==> src/rtl/hazard_ctrl.sv <==
// hazard_ctrl: stall, flush and EX-operand forwarding control for a 5-stage pipeline.
// Define HAZARD_CTRL_FWD_EN to enable forwarding (then only load-use stalls remain).
module hazard_ctrl (
    input  logic        clk,
    input  logic        rst_n,
    input  logic        id_valid,
    input  logic [4:0]  id_rs,
    input  logic [4:0]  id_rt,
    input  logic        id_uses_rt,
    input  logic [4:0]  id_rd,
    input  logic [6:0]  id_ctrl,
    input  logic        branch_taken,
    output logic        pc_we,
    output logic        ifid_we,
    output logic        ifid_flush,
    output logic        idex_bubble,
    output logic [1:0]  fwd_a,
    output logic [1:0]  fwd_b,
    output logic [15:0] stall_count
);

    logic [4:0]  ex_dst_q, ex_rs_q, ex_rt_q;
    logic        ex_regw_q, ex_memr_q;
    logic [4:0]  mem_dst_q;
    logic        mem_regw_q, mem_memr_q;
    logic [4:0]  wb_dst_q;
    logic        wb_regw_q;
    logic [4:0]  ex_dst_d;
    logic        ex_regw_d, ex_memr_d;
    logic [15:0] stall_count_q, stall_count_d;
    logic        ex_rs_hit, ex_rt_hit, mem_rs_hit, mem_rt_hit;
    logic        stall;
    logic        unused_ok;

    function automatic logic match(input logic regw, input logic [4:0] dst,
                                   input logic [4:0] r);
        return regw && (dst != 5'd0) && (dst == r);
    endfunction

    assign ex_rs_hit  = match(ex_regw_q, ex_dst_q, id_rs);
    assign ex_rt_hit  = id_uses_rt && match(ex_regw_q, ex_dst_q, id_rt);
    assign mem_rs_hit = match(mem_regw_q, mem_dst_q, id_rs);
    assign mem_rt_hit = id_uses_rt && match(mem_regw_q, mem_dst_q, id_rt);

`ifdef HAZARD_CTRL_FWD_EN
    assign stall = id_valid && ex_memr_q && (ex_rs_hit || ex_rt_hit);
`else
    assign stall = id_valid &&
                   (ex_rs_hit || ex_rt_hit || mem_rs_hit || mem_rt_hit);
`endif

    // Reset forces the free-running defaults; a redirect beats a stall.
    always_comb begin
        pc_we       = 1'b1;
        ifid_we     = 1'b1;
        ifid_flush  = 1'b0;
        idex_bubble = 1'b0;
        if (rst_n) begin
            if (branch_taken) begin
                ifid_flush  = 1'b1;
                idex_bubble = 1'b1;
            end else if (stall) begin
                pc_we       = 1'b0;
                ifid_we     = 1'b0;
                idex_bubble = 1'b1;
            end
        end
    end

    assign ex_dst_d  = id_ctrl[5] ? id_rd : id_rt;
    assign ex_regw_d = id_ctrl[4] & id_valid & ~idex_bubble;
    assign ex_memr_d = id_ctrl[2] & id_valid & ~idex_bubble;

    always_comb begin
        stall_count_d = stall_count_q;
        if (stall && !branch_taken && stall_count_q != 16'hFFFF)
            stall_count_d = stall_count_q + 16'd1;
    end

    always_ff @(posedge clk or negedge rst_n) begin
        if (!rst_n) begin
            ex_dst_q      <= 5'd0;
            ex_rs_q       <= 5'd0;
            ex_rt_q       <= 5'd0;
            ex_regw_q     <= 1'b0;
            ex_memr_q     <= 1'b0;
            mem_dst_q     <= 5'd0;
            mem_regw_q    <= 1'b0;
            mem_memr_q    <= 1'b0;
            wb_dst_q      <= 5'd0;
            wb_regw_q     <= 1'b0;
            stall_count_q <= 16'd0;
        end else begin
            ex_dst_q      <= ex_dst_d;
            ex_rs_q       <= id_rs;
            ex_rt_q       <= id_rt;
            ex_regw_q     <= ex_regw_d;
            ex_memr_q     <= ex_memr_d;
            mem_dst_q     <= ex_dst_q;
            mem_regw_q    <= ex_regw_q;
            mem_memr_q    <= ex_memr_q;
            wb_dst_q      <= mem_dst_q;
            wb_regw_q     <= mem_regw_q;
            stall_count_q <= stall_count_d;
        end
    end

    assign stall_count = stall_count_q;

`ifdef HAZARD_CTRL_FWD_EN
    logic [1:0] fwd_a_q, fwd_b_q, fwd_a_d, fwd_b_d;

    // Computed against the slots the ID instruction will trail by one/two stages.
    always_comb begin
        fwd_a_d = 2'b00;
        fwd_b_d = 2'b00;
        if (!idex_bubble) begin
            if (ex_rs_hit)       fwd_a_d = 2'b10;
            else if (mem_rs_hit) fwd_a_d = 2'b01;
            if (ex_rt_hit)       fwd_b_d = 2'b10;
            else if (mem_rt_hit) fwd_b_d = 2'b01;
        end
    end

    always_ff @(posedge clk or negedge rst_n) begin
        if (!rst_n) begin
            fwd_a_q <= 2'b00;
            fwd_b_q <= 2'b00;
        end else begin
            fwd_a_q <= fwd_a_d;
            fwd_b_q <= fwd_b_d;
        end
    end

    assign fwd_a = fwd_a_q;
    assign fwd_b = fwd_b_q;
`else
    assign fwd_a = 2'b00;
    assign fwd_b = 2'b00;
`endif

    // WB slot and some control bits only document pipeline state.
    assign unused_ok = ^{id_ctrl[6], id_ctrl[3], id_ctrl[1:0], ex_rs_q, ex_rt_q,
                         ex_memr_q, mem_memr_q, wb_dst_q, wb_regw_q};

endmodule

==> config.mk <==
export PLATFORM = sky130hd
export DESIGN_NAME = hazard_ctrl
export DESIGN_NICKNAME = d
export VERILOG_FILES = /design/src/rtl/hazard_ctrl.sv
export SDC_FILE = /design/constraint.sdc
export NUM_CORES = 1
export LEC_CHECK = 0
export ABC_AREA = 1
export BUFFER_PORTS_ARGS = -buffer_cell sky130_fd_sc_hd__buf_2
export CORE_MARGIN = 4
export CORE_UTILIZATION = 38
export DETAILED_ROUTE_END_ITERATION = 8
export SLEW_MARGIN = 20
export SYNTH_ARGS = -nofsm -noshare
export SYNTH_HDL_FRONTEND = slang
export SYNTH_SLANG_ARGS = --single-unit
==> constraint.sdc <==
create_clock -name clk -period 1.6 [get_ports clk]
set_input_delay 0.08 -clock clk [delete_from_list [all_inputs] [get_ports clk]]
set_output_delay 0.08 -clock clk [all_outputs]
set_load 0.05 [all_outputs]
# == Word-level counts from Yosys, hierarchy flattened ==
# Index checks and enable logic that the tools add are counted.
# classes
muxes,9
n_reduce_logical,17
n_addsub,1
bitwise,3
eq_ne,5
# ops
operator,n
equality test 5 bit,4
"adder 16 x 1 -> 16 bit, second input constant",1
"!= test 16 bit, second input constant",1
logical AND 1 bit,11
nonzero test 5 bit,2
two-way mux 1 bit,8
two-way mux 5 bit,1
logical OR 1 bit,3
bitwise AND 1 bit,2
logical NOT 1 bit,1
NOT 1 bit,1
# totals
reg_bits,28
elab_cells,40
output_inout_bits,24
inputBits,27

# == Depth between registers and ports, before layout ==
# Gate-level depths: netlist of the first run.
# logic_depth
depth_word,13
ltp_mapped,13
depth_no_buf,12

# == Worst setup path after synthesis of the first run ==
# OpenSTA, ideal clock, no wires.
# synth_timing
path_kind,reg-to-reg
from,"register stall_count_q[0], in the netlist stall_count[0]"
to,"register stall_count_q[6], in the netlist stall_count[6]"
arrival_time_ns,1.950
setup_time_ns,0.066
setup_slack_ns,-0.416
required_ns,1.534
stages_incl_launch_ff,11
path_buffers,1
cell_sequence,dfrtp_1 -> ha_1 -> nand3_1 -> nor2_2 -> nand3_2 -> nor2_4 -> inv_2 -> nand4_4 -> buf_8 -> nand2_1 -> nand2_1
# synth_via
elab_chain_cells,2
elab_cells_between_ends,3
# synth_lines
element,line_no,text
"start, declared",30,"logic [15:0] stall_count_q, stall_count_d;"
"start signal, assigned",104,stall_count_q <= stall_count_d;
"parallel branches: the longest is 2 deep, another holds adder 16 x 1 -> 16 bit",n/a,
# Parallel ways; which one is timed is not known.
# A chain may end at the register's enable or synchronous reset.

# == Worst setup path in the final report of the first run ==
# layout_timing
from,register ex_dst_q[0]
to,output port pc_we
# layout_via
elab_chain_cells,11
elab_cells_between_ends,14
# layout_lines
element,line_no,text
"start, declared",22,"logic [4:0] ex_dst_q, ex_rs_q, ex_rt_q;"
"start signal, assigned",94,ex_dst_q <= ex_dst_d;
nonzero test 5 bit,37,return regw && (dst != 5'd0) && (dst == r);
logical AND 1 bit (2 in series),37,
logical AND 1 bit,41,"assign ex_rt_hit = id_uses_rt && match(ex_regw_q, ex_dst_q, id_rt);"
logical OR 1 bit * (3 in series),49,(ex_rs_hit || ex_rt_hit || mem_rs_hit || mem_rt_hit);
logical AND 1 bit *,48,assign stall = id_valid &&
two-way mux 1 bit *,62,end else if (stall) begin
two-way mux 1 bit *,59,if (branch_taken) begin
two-way mux 1 bit *,58,if (rst_n) begin
"end, declared",13,"output logic pc_we,"
# Every way passes the cells marked *; elsewhere a longest branch is shown, timed or not.

==> run summary, run 1 <==
P per Cell Area = 673 nW/um2
worst reg2reg path endpoint = stall_count[2]
RSZ-0062 raised after global routing = true
CTS tree = built
r2r startpoint = ex_dst_q[0]
Skew-Pair Late Insertion Delay = 0.28 ns
layout cells sized above 1 = 0.309
Adder-Cell Fraction of Synth Area = 0.00695
crit-path max FO = 4
row cnt = 24
Final Max Tran Viols = 0
mapped cell area = 1800 um2
die area = 5900 um2
hold path start = id_rd[0]
Horiz. Die Dim = 76.8 um
H-tree Lvls = 1
pre-CTS WS = 0.0245 ns
final worst slack = -0.105 ns
I/O pin cnt = 51
pin count of the biggest net entering global routing = 25
DRC violations left = 0
outcome = finished with violations
CTS clk-pin slew, worst paths = 0.09 ns
compound-cell area share of the yosys netlist = 0.0195
Hold Path Class = in2reg
Hold Crit Endpoint = ex_dst_q[0]
crit start category = register
Post-Synth Simple-Gate Area = 0.400
Post-Synthesis Cells = 261
Fin. Hold Viols = 0
WP data required = 1.52 ns
largest family of logic cells by synthesized area = simple AND/OR/NAND/NOR gates
Tcrit/Tclk final = 1.07
Root Buffer = clkbuf_8
Syn. warnings = 0
Hold Path Cell Cnt = 3
Via density = 4.60
synthesized flop and latch total = 28
failing checks = negative setup slack
vias in the first global route = 1671
CP arrival = 1.63 ns
MaxCap Viol Count = 0
P_leak = 1.30 nW
GRT Util Overall = 0.152
Initial Utilization = 0.402
final core utilization = 0.516
remaining global-route overflow = 0
clk buf depth = 2
R2R Setup Slk = -0.04 ns
sequential fraction of the synthesis area = 0.389
Tot Pwr = 1.56 mW
critical path type = reg2out
DR vias = 1696
height of the die = 76.8 um
R2R cell count = 14
first-pass GRT wire length = 7.47 mm
Syn Area/Cell = 6.90 um2
starting DRC count in detailed routing = 52
final wirelength = 4.27 mm
crit end category = output port
WHS = 0.00874 ns
clk sinks = 28
I/O Buffers = 41
initial antenna violation count = 0
Fmax = 586 MHz
P&R area growth vs syn = 28.3%
Ant. Diodes = 0
fin nets = 346
min Tclk post-route = 1.71 ns
core area = 4470 um2
WL/cell = 11.6 um
global placer's final weighted congestion = 0.816
detailed placement HPWL = 3.24 mm
final setup skew = 0.00491 ns
post-route ant nets = 0
Max rail drop VDD = 0.000338 V
post-synthesis mux area share = 0
CTS Buf Count = 3
xor-xnor portion of the synthesized cell area = 0.0778
DRT Pass-1 Iters = 4
Setup Viol. Count Final = 19
Yosys cell types = 23
==> cell type report <==
class,instances,area [um2]
tap,52,65.1
inverter,32,120
timing repair buffer,57,375
sequential,28,713
fill,465,2160
multi-input combinational,196,981
clock buffer,4,55.1
==> worst max-delay path: stages, from the launching register on <==
cell and delay (ns):
dfrtp_1 0.41, inv_2 0.06, nand2_1 0.05, nand2_1 0.05
nor2_1 0.11, nand3_1 0.07, nand2_1 0.07, nand2_1 0.06
nand2_2 0.09, nand4_1 0.16, buf_6 0.21
==> stage by stage <==
stage          area [um2]  setup TNS [ns]  instances
6_report             2310          -0.699        369
5_1_grt              2310           -3.65        369
4_1_cts              2290          -0.643        368
3_5_place_dp         2190               0        361
3_3_place_gp         2190               0        361
2_1_floorplan        1880           -1.75        264
==> state kept, by name (all words and copies together), names as in the netlist <==
| register | flops |
|---|---|
| stall_count | 16 |
| mem_dst_q | 5 |
| ex_dst_q | 5 |
| ex_regw_q | 1 |
| mem_regw_q | 1 |
==> cell usage after synthesis, drive strengths merged <==
| cell | instances | share of area |
|---|---|---|
| nand2 | 121 | 0.25 |
| nor2 | 21 | 0.054 |
| nor4 | 3 | 0.010 |
| clkbuf | 1 | 0.0021 |
| xor2 | 13 | 0.063 |
| o21ai | 7 | 0.019 |
| inv | 32 | 0.067 |
| xnor2 | 3 | 0.015 |
| nand3 | 12 | 0.039 |
| dfrtp | 28 | 0.39 |
| buf | 7 | 0.035 |
| ha | 1 | 0.0069 |
| nand4 | 7 | 0.033 |
| conb | 1 | 0.0021 |
| nor3 | 4 | 0.011 |
==> placed cells by master (no fill, tap or decap) <==
cell type and n:
buf_12 2, buf_2 38, buf_4 13, buf_6 2, buf_8 1, clkbuf_8 4, conb_1 4, dfrtp_1 18
dfrtp_2 10, dlygate4sd3_1 1, ha_4 1, inv_1 24, inv_2 8, nand2_1 109, nand2_2 12, nand3_1 9
nand3_2 2, nand3_4 1, nand4_1 6, nand4_4 1, nor2_1 18, nor2_4 3, nor3_1 4, nor4_1 3
o21ai_0 5, o21ai_1 2, xnor2_1 3, xor2_1 13
==> routing by layer <==
metal,track usage,up-vias,wire (um)
met1,0.186,762,1910
li1,-,900,-
met3,0.0269,4,207
met4,0.0380,0,34
met2,0.274,30,2120
met5,0,-,0
==> worst max path at each step <==
| stage | startpoint | to | slack [ns] | cells past startpoint |
|---|---|---|---|---|
| after floorplan | ex_dst_q[3] | pc_we | -0.26 | 10 |
| after detailed placement | stall_count[1] | stall_count[9] | 0.02 | 10 |
| after global routing | mem_dst_q[4] | pc_we | -0.23 | 9 |
| final | ex_dst_q[0] | pc_we | -0.11 | 10 |
| after global placement | mem_dst_q[0] | stall_count[9] | 0.07 | 12 |
| after CTS | ex_dst_q[0] | pc_we | -0.08 | 10 |
==> where the power goes <==
group	internal [mW]	leakage (nW)	total (mW)	switching (mW)
clock network	0.220	0.0288	0.443	0.223
registers	0.744	0.353	0.781	0.0374
logic	0.118	0.922	0.331	0.213
total	1.08	1.30	1.56	0.473
==> logic make-up after synthesis <==
group,after synthesis
other,1
AND/OR/NAND/NOR,168
AO/OA/AOI/OAI,7
XOR/XNOR,16
adder cells (fa/ha/maj),1
buffers and inverters,40
flip-flops,28
==> timing repair <==
item,CTS,global route
endpoints found under the setup margin,4,19
pin swaps,4,1
hold buffers,1,0
hold endpoints to repair,28,0
buffers inserted,2,1
gates resized for setup,10,4
Power figures use the tool's default switching activity.
==> inputs of run 2 (changes only) <==
--- a/config.mk
+++ b/config.mk
@@ -10,6 +10,7 @@
 export CORE_MARGIN = 4
 export CORE_UTILIZATION = 38
 export DETAILED_ROUTE_END_ITERATION = 8
+export MAX_ROUTING_LAYER = met4
 export SLEW_MARGIN = 20
 export SYNTH_ARGS = -nofsm -noshare
 export SYNTH_HDL_FRONTEND = slang
==> run 2 against run 1 <==
Net effect:
- the run still ends with negative setup slack left
- clock skew hardly changed
- worst setup slack barely moved
- clock power about the same
- non-clock buffer count unchanged
- critical path type unchanged
- largest power group unchanged
==> run summary, run 2 (same netlist as run 1, synthesis figures left out) <==
Ant. Diodes = 0 (unchanged)
CP Cell Sequence = inv_2, nand2_1, nand2_1, nor2_1, nand3_1, nand2_1, nand2_1, nand2_2, nand4_1, buf_6
multi-input logic area = 981 um2 (unchanged)
R2R Setup Slk = -0.04 ns (about the same)
crit start category = register
I/O Buffers = 41 (unchanged)
Horiz. Die Dim = 76.8 um (unchanged)
core area = 4470 um2 (unchanged)
I/O pin cnt = 51 (unchanged)
global placer's final weighted congestion = 0.828 (+1.5%)
final worst slack = -0.105 ns (+0.000246 ns)
Worst path most repeated cell = nand2_1
Fin. Hold Viols = 0 (unchanged)
min Tclk post-route = 1.71 ns (-0.000246 ns)
fin nets = 346 (unchanged)
most frequent cells in the layout = nand2_1 (109), buf_2 (38), inv_1 (24)
crit-path max FO = 4 (unchanged)
WL/cell = 11.6 um (+0.19%)
Final Max Tran Viols = 0 (unchanged)
WP data required = 1.52 ns (about the same)
Max rail drop VDD = 0.000338 V (about the same)
Hold Path Cell Cnt = 3 (unchanged)
Initial Utilization = 0.402 (unchanged)
worst reg2reg path endpoint = stall_count[2]
initial antenna violation count = 0 (unchanged)
P per Cell Area = 673 nW/um2 (about the same)
Buf/Inv on CP = 2 (unchanged)
R2R cell count = 14 (unchanged)
vias in the first global route = 1673 (+0.12%)
largest stage delay on the critical path = 0.41 ns (about the same)
crit end category = output port
Root Buffer = clkbuf_8
CP arrival = 1.63 ns (about the same)
outcome = finished with violations
final setup skew = 0.00539 ns (+0.000486 ns)
height of the die = 76.8 um (unchanged)
clk sinks = 28 (unchanged)
Fmax = 586 MHz (about the same)
H-tree Lvls = 1 (unchanged)
register area = 713 um2 (unchanged)
Tcrit/Tclk final = 1.07 (about the same)
final wirelength = 4.28 mm (+0.19%)
max reg flops = 16 (unchanged)
Slowest cell on crit path = dfrtp_1
Setup Viol. Count Final = 19 (unchanged)
P&R area growth vs syn = 28.3% (unchanged)
die area = 5900 um2 (unchanged)
GRT Util Overall = 0.157 (+0.00427)
DR vias = 1691 (-0.29%)
Hold Crit Endpoint = ex_dst_q[0]
Hold Path Class = in2reg
DRT Pass-1 Iters = 4 (unchanged)
post-route ant nets = 0 (unchanged)
P_leak = 1.30 nW (unchanged)
CTS Buf Count = 3 (unchanged)
failing checks = negative setup slack
row cnt = 24 (unchanged)
MaxCap Viol Count = 0 (unchanged)
Via density = 4.58 (-0.29%)
RSZ-0062 raised after global routing = true
first-pass GRT wire length = 7.47 mm (about the same)
r2r startpoint = ex_dst_q[0]
cell family with the largest share of critical-path delay = simple AND/OR/NAND/NOR gates
WHS = 0.00926 ns (+0.000520 ns)
remaining global-route overflow = 0 (unchanged)
Skew-Pair Late Insertion Delay = 0.28 ns (about the same)
critical path type = reg2out
DRC violations left = 0 (unchanged)
Fillers = 465 (unchanged)
pre-CTS WS = 0.0245 ns (unchanged)
CTS tree = built
hold path start = id_rd[0]
starting DRC count in detailed routing = 56 (+7.7%)
layout cells sized above 1 = 0.309 (unchanged)
most common cell after layout, fill and taps aside = nand2_1
TNS Setup = -0.658 ns (+0.0409 ns)
detailed placement HPWL = 3.24 mm (unchanged)
clk buf depth = 2 (unchanged)
CTS clk-pin slew, worst paths = 0.09 ns (about the same)
pin count of the biggest net entering global routing = 25 (unchanged)
[run 2: cell counts in the layout (fill, tap and decap cells not counted)]
Identical to the previous run, type by type.
[run 2: worst max path at each step]
stage / from / endpoint / slack (ns) / depth (start not counted)
4_1_cts: ex_dst_q[0] / pc_we / -0.08 / 10
5_1_grt: mem_dst_q[4] / pc_we / -0.23 / 9
3_5_place_dp: stall_count[1] / stall_count[9] / 0.02 / 10
3_3_place_gp: mem_dst_q[0] / stall_count[9] / 0.07 / 12
2_1_floorplan: ex_dst_q[3] / pc_we / -0.26 / 10
6_report: ex_dst_q[0] / pc_we / -0.11 / 10
[run 2: tightest hold or removal path, stage by stage]
cell	delay (ns)
buf_2	0.07
nand2_1	0.04
o21ai_0	0.06
[run 2: routing by layer]
| metal | global-route usage | share of wire | up-vias |
|---|---|---|---|
| met1 | 0.188 | 0.45 | 756 |
| li1 | - | - | 899 |
| met2 | 0.274 | 0.49 | 32 |
| met3 | 0.0246 | 0.047 | 4 |
| met5 | - | 0 | - |
| met4 | 0.0380 | 0.0079 | 0 |
[run 2: per-stage QoR]
step,power (mW),area [um2],util,instances
floorplan,1.00,1880,-,264
global placement,1.11,2190,0.490,361
detailed placement,1.11,2190,0.490,361
CTS,1.58,2290,0.512,368
global route,1.65,2310,0.516,369
finish,1.55,2310,0.516,369
[run 2: power breakdown]
group	leakage (nW)	switching, mW	internal (mW)	total (mW)
clock network	0.0288	0.222	0.220	0.443
registers	0.353	0.0374	0.744	0.781
logic	0.922	0.213	0.118	0.331
total	1.30	0.472	1.08	1.55
[run 2: area by class of cell]
type | count | share of cell area
clock buffers | 4 | 0.0238
inverters | 32 | 0.0520
flip-flops and latches | 28 | 0.309
well taps | 52 | 0.0282
multi-input cells | 196 | 0.425
repair buffers | 57 | 0.163
[run 2: timing repair]
item | CTS | global route
endpoints found under the setup margin | 4 | 19
setup buffers | 2 | 1
hold buffers | 1 | 0
pin swaps | 4 | 1
hold endpoints to repair | 28 | 0
resized for setup | 10 | 4
